### src/rtl/mac_pkg.sv
// Shared types for the 2x2 matrix-multiply core and its stream loader.
package mac_pkg;
    localparam int MAC_DW = 16;
    localparam int MAC_RW = 32;

    typedef logic [MAC_DW-1:0] op_t;
    typedef logic [MAC_RW-1:0] res_t;

    typedef enum logic [1:0] {
        LOAD  = 2'd0,
        WAIT  = 2'd1,
        DRAIN = 2'd2
    } loader_state_t;
endpackage

### src/rtl/matmult2x2_loader.sv
// Stream sequencer for matmult2x2: 8 operand words in, 4 result words out.
// Latency: results captured MAC_LATENCY edges after the 8th accept; 16 cycles/matrix at full rate.
// Backpressure: in_ready only in LOAD; out_data/out_last held while out_valid & !out_ready.
import mac_pkg::*;

module matmult2x2_loader #(
    parameter int DW          = MAC_DW,
    parameter int RW          = MAC_RW,
    parameter int MAC_LATENCY = 4
) (
    input  logic          clk,
    input  logic          rst,
    input  logic          in_valid,
    output logic          in_ready,
    input  logic [DW-1:0] in_data,
    output logic [DW-1:0] a00,
    output logic [DW-1:0] a01,
    output logic [DW-1:0] a10,
    output logic [DW-1:0] a11,
    output logic [DW-1:0] b00,
    output logic [DW-1:0] b01,
    output logic [DW-1:0] b10,
    output logic [DW-1:0] b11,
    input  logic [RW-1:0] c00,
    input  logic [RW-1:0] c01,
    input  logic [RW-1:0] c10,
    input  logic [RW-1:0] c11,
    output logic          out_valid,
    input  logic          out_ready,
    output logic [RW-1:0] out_data,
    output logic          out_last,
    output logic          busy
);
    loader_state_t state, state_nxt;
    logic [2:0]    widx;
    logic [7:0]    wcnt;
    logic [1:0]    didx;
    logic [DW-1:0] ops [8];
    logic [RW-1:0] cap [4];
    logic          in_fire;
    logic          out_fire;
    logic          cap_en;

    assign in_ready  = (state == LOAD);
    assign out_valid = (state == DRAIN);
    assign busy      = (state != LOAD);
    assign in_fire   = in_valid && in_ready;
    assign out_fire  = out_valid && out_ready;
    assign cap_en    = (state == WAIT) && (wcnt == 8'd0);
    assign out_data  = out_valid ? cap[didx] : '0;
    assign out_last  = out_valid && (didx == 2'd3);

    always_ff @(posedge clk or negedge rst) begin
        if (!rst) state <= LOAD;
        else      state <= state_nxt;
    end

    always_comb begin
        state_nxt = state;
        case (state)
            LOAD:    if (in_fire && widx == 3'd7)   state_nxt = WAIT;
            WAIT:    if (wcnt == 8'd0)              state_nxt = DRAIN;
            DRAIN:   if (out_fire && didx == 2'd3)  state_nxt = LOAD;
            default:                                state_nxt = LOAD;
        endcase
    end

    always_ff @(posedge clk or negedge rst) begin
        if (!rst) begin
            widx <= '0;
            wcnt <= '0;
            didx <= '0;
        end else begin
            if (in_fire) begin
                widx <= (widx == 3'd7) ? 3'd0 : widx + 3'd1;
                if (widx == 3'd7) wcnt <= 8'(MAC_LATENCY - 1);
            end
            if (state == WAIT && wcnt != 8'd0) wcnt <= wcnt - 8'd1;
            if (out_fire) didx <= didx + 2'd1;
        end
    end

    // Operands persist across matrices; only the addressed word is overwritten.
    always_ff @(posedge clk or negedge rst) begin
        if (!rst) begin
            for (int i = 0; i < 8; i++) ops[i] <= '0;
        end else if (in_fire) begin
            ops[widx] <= in_data;
        end
    end

    always_ff @(posedge clk or negedge rst) begin
        if (!rst) begin
            for (int i = 0; i < 4; i++) cap[i] <= '0;
        end else if (cap_en) begin
            cap[0] <= c00;
            cap[1] <= c01;
            cap[2] <= c10;
            cap[3] <= c11;
        end
    end

    assign a00 = ops[0];
    assign a01 = ops[1];
    assign a10 = ops[2];
    assign a11 = ops[3];
    assign b00 = ops[4];
    assign b01 = ops[5];
    assign b10 = ops[6];
    assign b11 = ops[7];
endmodule
### config.mk
export PLATFORM = sky130hd
export DESIGN_NAME = matmult2x2_loader
export DESIGN_NICKNAME = d
export VERILOG_FILES = /design/src/rtl/mac_pkg.sv /design/src/rtl/matmult2x2_loader.sv
export SDC_FILE = /design/constraint.sdc
export NUM_CORES = 1
export LEC_CHECK = 0
export ABC_AREA = 1
export CAP_MARGIN = 25
export CORE_UTILIZATION = 45
export DETAILED_ROUTE_END_ITERATION = 10
export HOLD_SLACK_MARGIN = 0.08
export PLACE_DENSITY = 0.86
export SYNTH_ARGS = -nofsm -noshare
export SYNTH_HDL_FRONTEND = slang
export SYNTH_SLANG_ARGS = --single-unit
export TNS_END_PERCENT = 20
### constraint.sdc
create_clock -name clk -period 1.7 [get_ports clk]
set_clock_uncertainty 0.05 [all_clocks]
set_input_delay 0.34 -clock clk [delete_from_list [all_inputs] [get_ports clk]]
set_output_delay 0.34 -clock clk [all_outputs]
set_load 0.005 [all_outputs]
-- After elaboration in Yosys (flattened, before gate mapping)
Index checks and enable logic that the tools add are counted.
- add/subtract/negate cells: 3
- order comparisons: 3
- eq/ne operators: 7
- muxes and demuxes: 15
- bitwise logic cells: 2
- reduce and logical (&&, ||, !) cells: 16
- operators by type and width (cell ; number):
    $bwmux W128 ; 1
    $mux W32 ; 3
    $bmux W32 S2 ; 1
    $demux W16 S3 ; 1
    $mux W8 ; 3
    $mux W16 ; 1
    $logic_and A1 B1 Y1 ; 8
    $logic_not A8 Y1 ; 1
    $reduce_bool A8 Y1 ; 1
    $sub A8 B1 Y8 const B ; 1
    $mux W2 ; 3
    $pmux W2 S3 ; 1
    $reduce_bool A2 Y1 ; 3
    $eq A2 B2 Y1 const B ; 2
    $ge A4 B4 Y1 const B ; 1
    $lt A4 B1 Y1 const B ; 1
    $ne A2 B1 Y1 const B ; 2
    $not A3 Y4 ; 1
    $add A3 B1 Y3 const B ; 1
    $eq A3 B3 Y1 const B ; 1
    $ge A3 B3 Y1 const B ; 1
    $mux W3 ; 1
    $not A2 Y3 ; 1
    $reduce_and A3 Y1 ; 1
    other kinds (5) ; 5
- flip-flop bits (word level): 271
- bits of input ports: 148

-- Depth between registers and ports, before layout
Gate-level depths: netlist of run 1.
- depth after elaboration: 6
- depth in mapped cells: 9
- gate-level depth less buffers: 8

-- Least setup slack after synthesis of run 1
OpenSTA, ideal clock, no wires.
- path kind: flip-flop to output port
- from: register didx[0]
- to: output out_data[22]
- arrival time: 1.186 ns
- required time: 1.310 ns
- setup slack: 0.124 ns
- cell stages (with the launch flop): 6
- path through: dfrtp_1 inv_2 clkbuf_1 clkbuf_1 o21ai_0 a21oi_1
- longest elaborated chain between the ends: 5
- ends and longest elaborated chain (item ; line ; RTL):
    start: declaration ; matmult2x2_loader.sv:37 ; logic [1:0] didx;
    start signal: assignment ; matmult2x2_loader.sv:79 ; if (out_fire) didx <= didx + 2'd1;
    $not A2 Y3 (implied by the code) ; matmult2x2_loader.sv:50 ; assign out_data = out_valid ? cap[didx] : '0;
    $bmux W32 S2 ; matmult2x2_loader.sv:50 ;
    $mux W32 (implied by the code) (2 in a row) ; matmult2x2_loader.sv:50 ;
    $mux W32 ; matmult2x2_loader.sv:50 ;
    end: declaration ; matmult2x2_loader.sv:30 ; output logic [RW-1:0] out_data,
No other way between the ends. The select of a mux whose other input is x is not followed.

-- Worst setup path after layout of run 1
- from: register didx[0]
- to: output out_data[20]
The elaborated chain is that of the path after synthesis.

==> reports/metrics.yaml, run 1 <==
hold_path:
  hp-class: "primary input to asynchronous set/reset pin"
synth:
  syn_avg_cell_area_um2: 8.469
  synth_edf_count: 0
  synthTopCellsByCount: "nand2_1, dfrtp_1, o21ai_0"
  async_reset_ff_share_pct: 100.0
  netlist_instances: 1389
  yosysTopAreaCell: "dfrtp_1"
  synthTopCellsByArea: "dfrtp_1, nand2_1, o21ai_0"
  synth_seq_area_share_pct: 57.65
  netlist_area_um2: 11760
  synth_cell_types: 25
  synth_top_area_share_pct: 57.65
  ys_ff_latch: 271
  synth.most_common_cell: "nand2_1"
  synth_ff_type: "dfrtp_1"
  yosys_warnings: 0
  postSynthNetCount: 1542
drt:
  drtIter0Drc: 1386
  routed_via_density: 5.739
  dr.pass1.iters: 6
  totalWireLength_mm: 44.11
  num_vias: 11980
  avgRoutedWirePerCell_um: 21.14
  ant_nets: 0
  route.detailed.drc: 0
sta:
  final-max-slew-violation-count: 0
  postLayoutSetupSlackWorst_ps: -695.6
  whs_ps: 269.9
  max_freq_mhz: 417.4
  slew-limit-headroom_pct: 64.76
  rsz0062_at_grt: "yes"
  period_share_pct: 140.9
  setup_violations: 164
  fin_crit_ps: 2396
  worstMarginPinSlew_ps: 528.6
  hold_viol_final: 0
cells_and_area:
  finalNetCount: 1889
  fillers: 1709
  area_growth_pct: 49.22
  layout-drive-gt1-share_pct: 17.77
  design_area_um2: 17550
  multi_input_area_um2: 4887
  seq_area_um2: 6784
  instances_no_fill: 2087
place:
  dp_hpwl_mm: 25.91
  dpl_worst_slack_ps: -352.4
  post-place-cells: 2003
  io_buffers: 311
  place.gp.congestion: 0.9747
  placed_cell_area_um2: 15650
setup_path:
  slowest_delay_ps: 470
  cp-start-kind: "flop"
  critical_path_class: "flop to primary output"
  path_cells: "buf_6 > buf_4 > clkbuf_16 > nor2_2 > nor2_1 > o21ai_1 > a21oi_1 > buf_2"
  worst-path-max-fanout: 5
  end_kind: "primary output"
  slowest_stage: "dfrtp_2"
  critPathArrivalTime_ps: 2010
  regToRegStartpoint: "state[0]"
  required_ps: 1310
  cp-startpoint: "didx[0]"
  crit_family: "buffers and inverters"
  worst-path-buf-inv: 4
clock_tree:
  cts_tree: "yes"
  cts.sinks: 271
  root_buffer: "clkbuf_16"
  insertion_delay_ps: 540
  cts_max_level: 1
  cts_made_buffers: 27
  clk_pin_slew_ps: 70
  clockBufferDepth: 3
die:
  core_area_um2: 25400
  start_util_pct: 46.32
  die_y_um: 163.7
  io_pins: 312
  die_w_um: 163.7
  rows: 58
  die_area_um2: 26790
pwr:
  power_mw: 32.24
  ir_worst_vdd_mv: 1.361
  power.leakage_nw: 8.914
  power_density_nw_per_um2: 1836
status:
  outcome: "finished with violations"
  violations: "setup timing"
global_route:
  grt_pass1_wl_mm: 57.99
  first_global_vias: 11260
  grt_max_degree: 81
  antenna_found_initial: 2
  grt_overflow: 0
  grt_use_total_pct: 27.60
flow_run:
  drv_cap: 0
## metrics by stage
stage / util [%] / TNS, ps
after global placement: 61.60 / -9275
after global routing: 69.10 / -52220
after floorplan: - / 0
after detailed placement: 61.60 / -13620
final: 69.11 / -39840
after CTS: 64.95 / -35410
## cell type report
class,instances,area share (%)
Clock buffer,38,4.312
Inverter,40,1.012
Antenna cell,1,0.01426
Sequential cell,271,38.65
Multi-Input combinational cell,987,27.84
Timing Repair Buffer,409,25.02
Clock inverter,11,0.8054
Tap cell,330,2.352
## cells by family after synthesis
logic type	count (synthesis)	share of synthesized area (%)
AOI/OAI and AO/OA	234	9.987
xor gates and xnor gates	1	0.07447
adders and majority gates	5	0.5318
buffers and inverters	131	5.552
DFF	271	57.65
and+or+nand+nor	747	26.21
## path summary, 6_finish.rpt
path                                end  slack (ps)  depth (start not counted)
setup / recovery           out_data[20]        -700                          8
hold / removal                  cap[63]         270                          2
setup reg to reg                 a00[8]        -270                         10
hold reg to reg                 cap[36]         420                          2
max in group asynchronous       cap[62]         700                          3
min in group clk                cap[52]         310                          3
## what timing repair did
action	CTS	global route
hold endpoints to repair	63	0
pin swaps	4	47
hold buffers	1	0
cloned	0	17
endpoints found under the setup margin	191	302
resized for setup	213	340
setup buffers	6	12
## state kept, by name (all words and copies together), names as in the netlist
name	flops
widx	3
b01	16
a00	16
b00	16
a11	16
a01	16
b11	16
a10	16
cap	128
b10	16
didx	2
state	2
wcnt	8
## metal layers
metal  routed length, um  vias up  global-route usage, %
met5                  13        -                      0
met4                2293        2                  9.638
met3                5525      204                  8.710
met2               21060      890                  47.42
met1               15220     5672                  32.43
li1                    -     5209                      -
## power by group
part           internal (mW)  switching, mW
clock                   3.56           2.60
combinational           6.45           7.93
sequential              9.44           2.26
## layout by cell type, fill, tap and decap left out, types with 3 or more instances in the layout
cell / synthesis / layout
nor2_1: 140 / 117
clkdlybuf4s50_1: 0 / 146
buf_4: 26 / 31
ha_1: 5 / 4
a21oi_1: 33 / 31
buf_8: 0 / 4
inv_2: 3 / 6
buf_12: 0 / 29
nor2_2: 1 / 13
clkbuf_1: 24 / 7
clkinv_2: 0 / 5
dfrtp_1: 271 / 269
nor2_4: 5 / 16
clkbuf_8: 0 / 4
dlymetal6s2s_1: 0 / 36
nand2_2: 3 / 28
clkbuf_16: 0 / 40
nand2_1: 446 / 398
nand2_4: 1 / 22
clkbuf_2: 1 / 3
dlygate4sd2_1: 0 / 93
bufinv_16: 0 / 3
nand3_1: 145 / 144
o21ai_1: 49 / 129
nand3_4: 0 / 3
buf_6: 2 / 21
buf_2: 36 / 30
inv_1: 36 / 31
o21ai_2: 1 / 35
o21ai_0: 151 / 37
No activity file was read; power rests on OpenSTA's default activity.
==> inputs of run 2 (changes only) <==
- GPL_ROUTABILITY_DRIVEN: not set -> 0
- SETUP_SLACK_MARGIN: not set -> 0.3
==> reports/metrics.yaml, run 2 (same netlist as run 1, synthesis figures left out) <==
status:
  outcome: "finished with violations"
  violations: "setup timing"
pwr:
  power_frac_seq_pct: 36.2  # about the same
  ir_worst_vdd_mv: 1.376  # +1.1%
  netSwitchingPower_mw: 12.67  # -0.91%
  p_int_mw: 19.37  # -0.43%
  swShare_pct: 39.54  # -0.12 points
  power_frac_clock_pct: 19.2  # about the same
  power_density_nw_per_um2: 1872  # +1.9%
  power.leakage_nw: 8.270  # -7.2%
  p_comb_share_pct: 44.6  # about the same
drt:
  route.detailed.drc: 0  # unchanged
  totalWireLength_mm: 42.38  # -3.9%
  avgRoutedWirePerCell_um: 20.29  # -4.0%
  routed_via_density: 5.664  # -1.3%
  ant_nets: 0  # unchanged
  dr.pass1.iters: 6  # unchanged
  num_vias: 11830  # -1.2%
  drtIter0Drc: 1565  # +13%
setup_path:
  rrSetupSlack_ps: -400  # -130 ps
  critical_path_class: "flop to primary output"
  required_ps: 1310  # about the same
  worst-path-max-fanout: 8  # +3
  regToRegStartpoint: "state[1]"
  rr_worst_depth: 11  # +1
  r2r-end: "b11[12]"
  cp-startpoint: "didx[0]"
  end_kind: "primary output"
  critPathArrivalTime_ps: 2060  # +50 ps
  cp-start-kind: "flop"
global_route:
  first_global_vias: 11640  # +3.4%
  grt_overflow: 0  # unchanged
  antenna_found_initial: 3  # +1
  grt_pass1_wl_mm: 61.15  # +5.4%
  grt_use_total_pct: 29.25  # +1.7 points
  grt_max_degree: 78  # -3.7%
die:
  die_area_um2: 26790  # unchanged
  start_util_pct: 46.32  # unchanged
  io_pins: 312  # unchanged
  core_area_um2: 25400  # unchanged
  rows: 58  # unchanged
  die_w_um: 163.7  # unchanged
  die_y_um: 163.7  # unchanged
sta:
  setup_violations: 264  # +61%
  fin_crit_ps: 2446  # +50.50 ps
  final-max-slew-violation-count: 0  # unchanged
  worstMarginPinSlew_ps: 493.9  # -34.74 ps
  hold_viol_final: 0  # unchanged
  max_freq_mhz: 408.8  # -2.1%
  postLayoutSetupSlackWorst_ps: -746.1  # -50.50 ps
  period_share_pct: 143.9  # +3.0 points
  setup_tns_ps: -48800  # -8961 ps
  slew-limit-headroom_pct: 66.99  # +2.2 points
  whs_ps: 242.0  # -27.88 ps
  rsz0062_at_grt: "yes"
clock_tree:
  clk_pin_slew_ps: 60  # about the same
  cts.sinks: 271  # unchanged
  clockBufferDepth: 3  # unchanged
  root_buffer: "clkbuf_16"
  insertion_delay_ps: 540  # about the same
  cts_tree: "yes"
  cts_max_level: 1  # unchanged
  cts_made_buffers: 28  # +3.7%
cells_and_area:
  layout-drive-gt1-share_pct: 22.34  # +4.6 points
  antenna_cells: 0  # -1
  area_growth_pct: 45.47
  largest_reg_flops: 128  # unchanged
  layout_common_cells: "nand2_1, dfrtp_1, clkdlybuf4s50_1"
  instances_no_fill: 2089  # +0.096%
  finalNetCount: 1890  # +0.053%
  regMostFlops: "cap"
  final_common_cell: "nand2_1"
place:
  dpl_worst_slack_ps: -330.5  # +21.85 ps
  post-place-cells: 1988  # -0.75%
  io_buffers: 311  # unchanged
  dp_hpwl_mm: 25.16  # -2.9%
hold_path:
  hp-class: "primary input to asynchronous set/reset pin"
flow_run:
  drv_cap: 0  # unchanged
## run 2: repair_timing
| action | 4_1_cts | 5_1_grt |
|---|---|---|
| setup endpoints to repair | 430 | 434 |
| pin swaps | 63 | 35 |
| cloned | 9 | 4 |
| resized for setup | 625 | 150 |
| hold buffers | 1 | 0 |
| setup buffers | 31 | 4 |
| endpoints found under the hold margin | 230 | 0 |
## run 2: routing by layer
metal | track usage [%] | part of all wire, % | vias up
met1 | 35.17 | 36 | 5665
met2 | 48.34 | 48 | 787
met4 | 13.34 | 5.2 | 6
li1 | - | - | 5195
met3 | 8.685 | 11 | 180
met5 | 0 | 0.094 | -
## run 2: layout make-up
| class | instances | area, um^2 |
|---|---|---|
| multi-input cells | 987 | 4877 |
| repair buffers | 409 | 3945 |
| flip-flops and latches | 271 | 6783 |
| inverters | 40 | 175.2 |
| clock buffers | 45 | 875.8 |
| fillers | 1793 | 8287 |
| clock inverters | 7 | 43.79 |
| well taps | 330 | 412.9 |
## run 2: critical path, cell delays in order (launching register included)
cell	delay, ps
dfrtp_2	430
buf_12	150
buf_6	110
buf_12	130
buf_16	150
nor2_2	120
nor2_1	40
o21ai_1	100
a21oi_1	110
buf_2	150
## run 2: how the worst max path moves through the flow
stage,cells after the start,to
floorplan,4,out_data[22]
global placement,5,out_data[27]
detailed placement,5,out_data[27]
CTS,9,out_data[26]
global route,9,out_data[21]
finish,9,out_data[14]
## run 2: stage by stage
stage	power (mW)	util, %	cell area, um^2
finish	32.04	67.37	17110
floorplan	16.83	-	11810
global route	33.72	67.37	17110
global placement	22.66	60.89	15470
detailed placement	23.20	60.89	15470
CTS	30.26	65.41	16610
## run 2: power by group through the flow
| stage | Combinational, mW | Clock, mW | Sequential [mW] |
|---|---|---|---|
| detailed placement | 12.0 | 0 | 11.2 |
| floorplan | 5.85 | 0 | 11.0 |
| global placement | 11.6 | 0 | 11.1 |
| finish | 14.3 | 6.15 | 11.6 |
| CTS | 12.8 | 6.15 | 11.3 |
| global route | 15.4 | 6.42 | 11.9 |
==> RTL change 1, RTL diff (flow settings as in run 2) <==
Encoding of `loader_state_t`: now one-hot (3 bits for 3 states).
--- a/src/rtl/mac_pkg.sv
+++ b/src/rtl/mac_pkg.sv
@@ -8,6 +8,6 @@
 
-    typedef enum logic [1:0] {
-        LOAD  = 2'd0,
-        WAIT  = 2'd1,
-        DRAIN = 2'd2
+    typedef enum logic [2:0] {
+        LOAD  = 3'b001,
+        WAIT  = 3'b010,
+        DRAIN = 3'b100
     } loader_state_t;
Function: same outputs for any inputs over 10 cycles, from zero or initial values and one cycle with rst low; not proved beyond that.
==> RTL change 1 against run 2 <==
- the run still ends with setup timing left
- design area is 9.1% higher
- sequential cell count increased by 1
- largest cell class unchanged
- critical path type unchanged
- routed wire length is 24% higher
- die area fell by 0.68%
- cell count increased by 1.6%
- synthesized area shrank 0.68%
- worst setup slack got worse by 36 ps
- maximum frequency down 1.4%
- synthesized cell count is 0.58% lower
Power is not compared: it rests on default switching activity, and its combinational part moved more than twofold at a synthesized area within 25%.
==> RTL change 1: results (changes against run 2) <==
clock_network:
  worstSkewPairLatency_ps: 560  # +20 ps
timing:
  timing.slew.headroom_pct: 42.6  # -24 points
  setup_slack_ps: -782  # -35.5 ps
  hold_ws_ps: 201  # -41.1 ps
  setup_viol: 302  # +14%
grt:
  grt_pass1_vias: 12300  # +5.4%
  grt_first_pass_wirelength_um: 67900  # +11%
  met2_usage_pct: 57.6  # +9.2 points
  grt_util_met3_pct: 10.5  # +1.9 points
  grt_start_max_net_pins: 74  # -5.1%
  grt_util_met1_pct: 37.1  # +1.9 points
drt:
  dr_total_vias: 12700  # +7.1%
  totalWireLength_um: 52700  # +24%
  wl_met2_um: 24500  # +21%
  wl_met1_um: 16600  # +8.4%
  met3_length_um: 7270  # +57%
  viasPerCell: 5.97  # +5.4%
  drtIter0Drc: 1770  # +13%
layout:
  layout.nets: 1921  # +1.6%
  nMultiInputCombCells: 988  # +0.10%
  drive_gt1_share_pct: 34.2  # +12 points
  antenna_cells: 3  # +3
  clk_share_pct: 5.12  # -0.25 points
  nClkBuffers: 43  # -4.4%
status:
  outcome: "finished with violations"
  violations: "setup timing"
place:
  hpwl_um: 25000  # -0.79%
  dpl.cell_count: 1984  # -0.20%
  place_area_mm2: 0.0156  # +0.95%
setup_path:
  crit_end: "out_data[31]"
  ff2ff_setup_slack_ps: -380  # +20 ps
  critPathLaunch: "didx[0]"
  crit_arrival_ps: 2090  # +30 ps
synthesis:
  syn_nets: 1534  # -0.52%
  synthAdderAreaFrac_pct: 0.535  # +0.0036 points
  synthTopCellsByArea: "dfrtp_1 (58%), nand2_1 (14%), o21ai_0 (7.7%)"
  synthXorXnorAreaFrac_pct: 0.225  # +0.15 points
[RTL change 1: changes by cell type after synthesis, sizes merged, moves of 2 or more]
| cell | change |
|---|---|
| o21ai | -15 |
| nand3 | -5 |
| buf | -4 |
| clkbuf | +4 |
| nand2 | +4 |
| nor2 | +2 |
| nor3 | +2 |
| xor2 | +2 |
[RTL change 1: what timing repair did]
action                                 4_1_cts  5_1_grt
resized for setup                          673      395
pin swaps                                   74       91
endpoints found under the hold margin      271        0
hold buffers                                 1        0
setup endpoints to repair                  433      434
setup buffers                               35       11
cloned                                      21       16
[RTL change 1: stage by stage]
step                      setup TNS, ps  setup WS (ps)  utilization (%)
final                            -73490           -782             73.7
after global placement           -17720           -373             61.6
after detailed placement         -22230           -403             61.6
after CTS                        -33080           -575             68.6
after global routing             -87750           -778             73.7
after floorplan                       0            204                -
==> RTL change 2, RTL diff (flow settings as in run 2) <==
Made on the original files. Change the package constant `MAC_DW` from 16 to 20.
--- a/src/rtl/mac_pkg.sv
+++ b/src/rtl/mac_pkg.sv
@@ -2,3 +2,3 @@
 package mac_pkg;
-    localparam int MAC_DW = 16;
+    localparam int MAC_DW = 20;
     localparam int MAC_RW = 32;
Interface: changed (9 resized); port bits go from 312 to 348. No check against the original RTL was run, so the function may have changed too.
==> RTL change 2 against run 2 <==
- the flow still finishes with violations (setup timing)
- sequential power increased by 16%
- total power increased by 20%
- worst setup slack got worse by 93 ps
- die area increased by 13%
- routed wire length increased by 22%
- synthesized area increased by 13%
- design area increased by 20%
- via count increased by 15%
- maximum frequency decreased by 3.7%
- sequential cell count increased by 32
- clock power increased by 19%
- count of clock-buffer cells in the layout decreased by 1
- critical path depth decreased by 1
- highest routed layer is now met4
- largest power group unchanged
==> RTL change 2: results (changes against run 2) <==
setup_path:
  ff2ff_path_depth: 10  # -1
  worstPathMaxFanout: 5  # -3
  cpPeakStageDelay_ps: 400  # -30 ps
  crit_arrival_ps: 2150  # +90 ps
status:
  violations: "setup timing"
  outcome: "finished with violations"
grt:
  grt_util_met3_pct: 9.12  # +0.44 points
  grt_usage_pct: 30.2  # +0.98 points
  grt_pass1_vias: 13300  # +14%
  met2_usage_pct: 50.4  # +2.1 points
  grt_first_pass_wirelength_um: 72000  # +18%
  grt_util_met1_pct: 34.8  # -0.40 points
  antenna_found_initial: 2  # -1
clock_network:
  htree_num_levels: 2  # +1
  cts_made_buffers: 34  # +21%
  worstSkewPairLatency_ps: 510  # -30 ps
  clockBufferDepth: 3  # unchanged
synthesis:
  synth.distinct_cells: 23  # -8.0%
  synthTopCellsByArea: "dfrtp_1 (57%), nand2_1 (11%), o21ai_0 (6.5%)"
  syn_nets: 1673  # +8.5%
  ys_seq_area_share_pct: 57.0  # -0.62 points
  synth_common_cells: "nand2_1 (399), dfrtp_1 (303), o21ai_0 (172)"
place:
  place_area_mm2: 0.0175  # +13%
  io_buffers: 347  # +12%
  pre_cts_ws_ps: -372  # -41.3 ps
  hpwl_um: 28300  # +13%
layout:
  drive_gt1_share_pct: 38.6  # +16 points
  layout.nets: 2114  # +12%
  n_fill_cell: 1790  # -0.17%
pwr:
  ir_drop_mv: 1.35  # -2.1%
  p_leak_nw: 9.90  # +20%
drt:
  dr.pass1.iters: 8  # +2
  drtIter0Drc: 1416  # -9.5%
  drc: 0  # unchanged
timing:
  tightest_slew_ps: 426  # -68.1 ps
  setup_slack_ps: -839  # -93.0 ps
  setup_viol: 204  # -23%
hold_path:
  hp-class: "input pin to asynchronous set/reset pin"
## RTL change 2: cell types whose count changed after synthesis, sizes merged
cell	delta
o21ai	+32
nand2	+47
nand3	-4
buf	+5
clkbuf	+7
dfrtp	+32
inv	+4
nor2	+6
nand4	-2
## RTL change 2: final timing paths
| path | start | endpoint | slack, ps |
|---|---|---|---|
| worst min-delay path | rst | cap[74] | 260 |
| worst max register to register | state[0] | b01[9] | -240 |
| min in group clk | c00[29] | cap[125] | 340 |
| worst max-delay path | didx[0] | out_data[8] | -840 |
| max in group asynchronous | rst | cap[88] | 600 |
| worst min register to register | cap[24] | cap[24] | 420 |
## RTL change 2: critical path, delay by kind of cell, from the launching register on
family | cells | cell delay (ps)
and+or+nand+nor | 2 | 300
AOI/OAI and AO/OA | 2 | 380
DFF | 1 | 400
buffers and inverters | 4 | 560
## RTL change 2: area by class of cell
cell class | count | area share, %
inverter | 44 | 0.880
clock inverter | 14 | 0.691
sequential | 303 | 37.0
tap | 384 | 2.35
timing repair buffer | 507 | 24.8
clock buffer | 44 | 4.64
antenna | 2 | 0.0244
multi-input combinational | 1067 | 29.5
## RTL change 2: what timing repair did
item                                   in CTS  in global routing
hold buffers                                1                  0
gates resized for setup                   771                445
endpoints found under the hold margin     147                  0
pin swaps                                  54                 73
setup endpoints to repair                 497                498
setup buffers                              33                 12
gates cloned                               16                 17
## RTL change 2: kinds of logic after synthesis
| kind of cell | count (synthesis) | synth area share [%] |
|---|---|---|
| fa+ha+maj | 5 | 0.470 |
| flops | 303 | 57.0 |
| compound gates | 266 | 10.0 |
| buf+inv | 147 | 6.48 |
| simple gates | 794 | 25.9 |
| xor+xnor | 1 | 0.0659 |
## RTL change 2: through the flow
step	TNS, ps	total power (W)	utilization, %	cells
3_5_place_dp	-17090	0.0260	60.8	2226
4_1_cts	-20400	0.0350	66.0	2334
3_3_place_gp	-13070	0.0254	60.8	2226
5_1_grt	-58440	0.0401	70.9	2365
2_1_floorplan	0	0.0189	-	1516
6_report	-40840	0.0383	70.9	2365
## RTL change 2: power breakdown
part,switching [W],internal (W)
logic,0.00944,0.00813
clock network,0.00305,0.00427
registers,0.00292,0.0105
## RTL change 2: routing by layer
| layer | wire length [µm] | vias up | part of all wire, % |
|---|---|---|---|
| met1 | 17900 | 6589 | 35 |
| met3 | 5560 | 250 | 11 |
| met2 | 25400 | 990 | 49 |
| met4 | 2980 | 0 | 5.8 |
| li1 | - | 5808 | - |
| met5 | 0 | - | 0 |
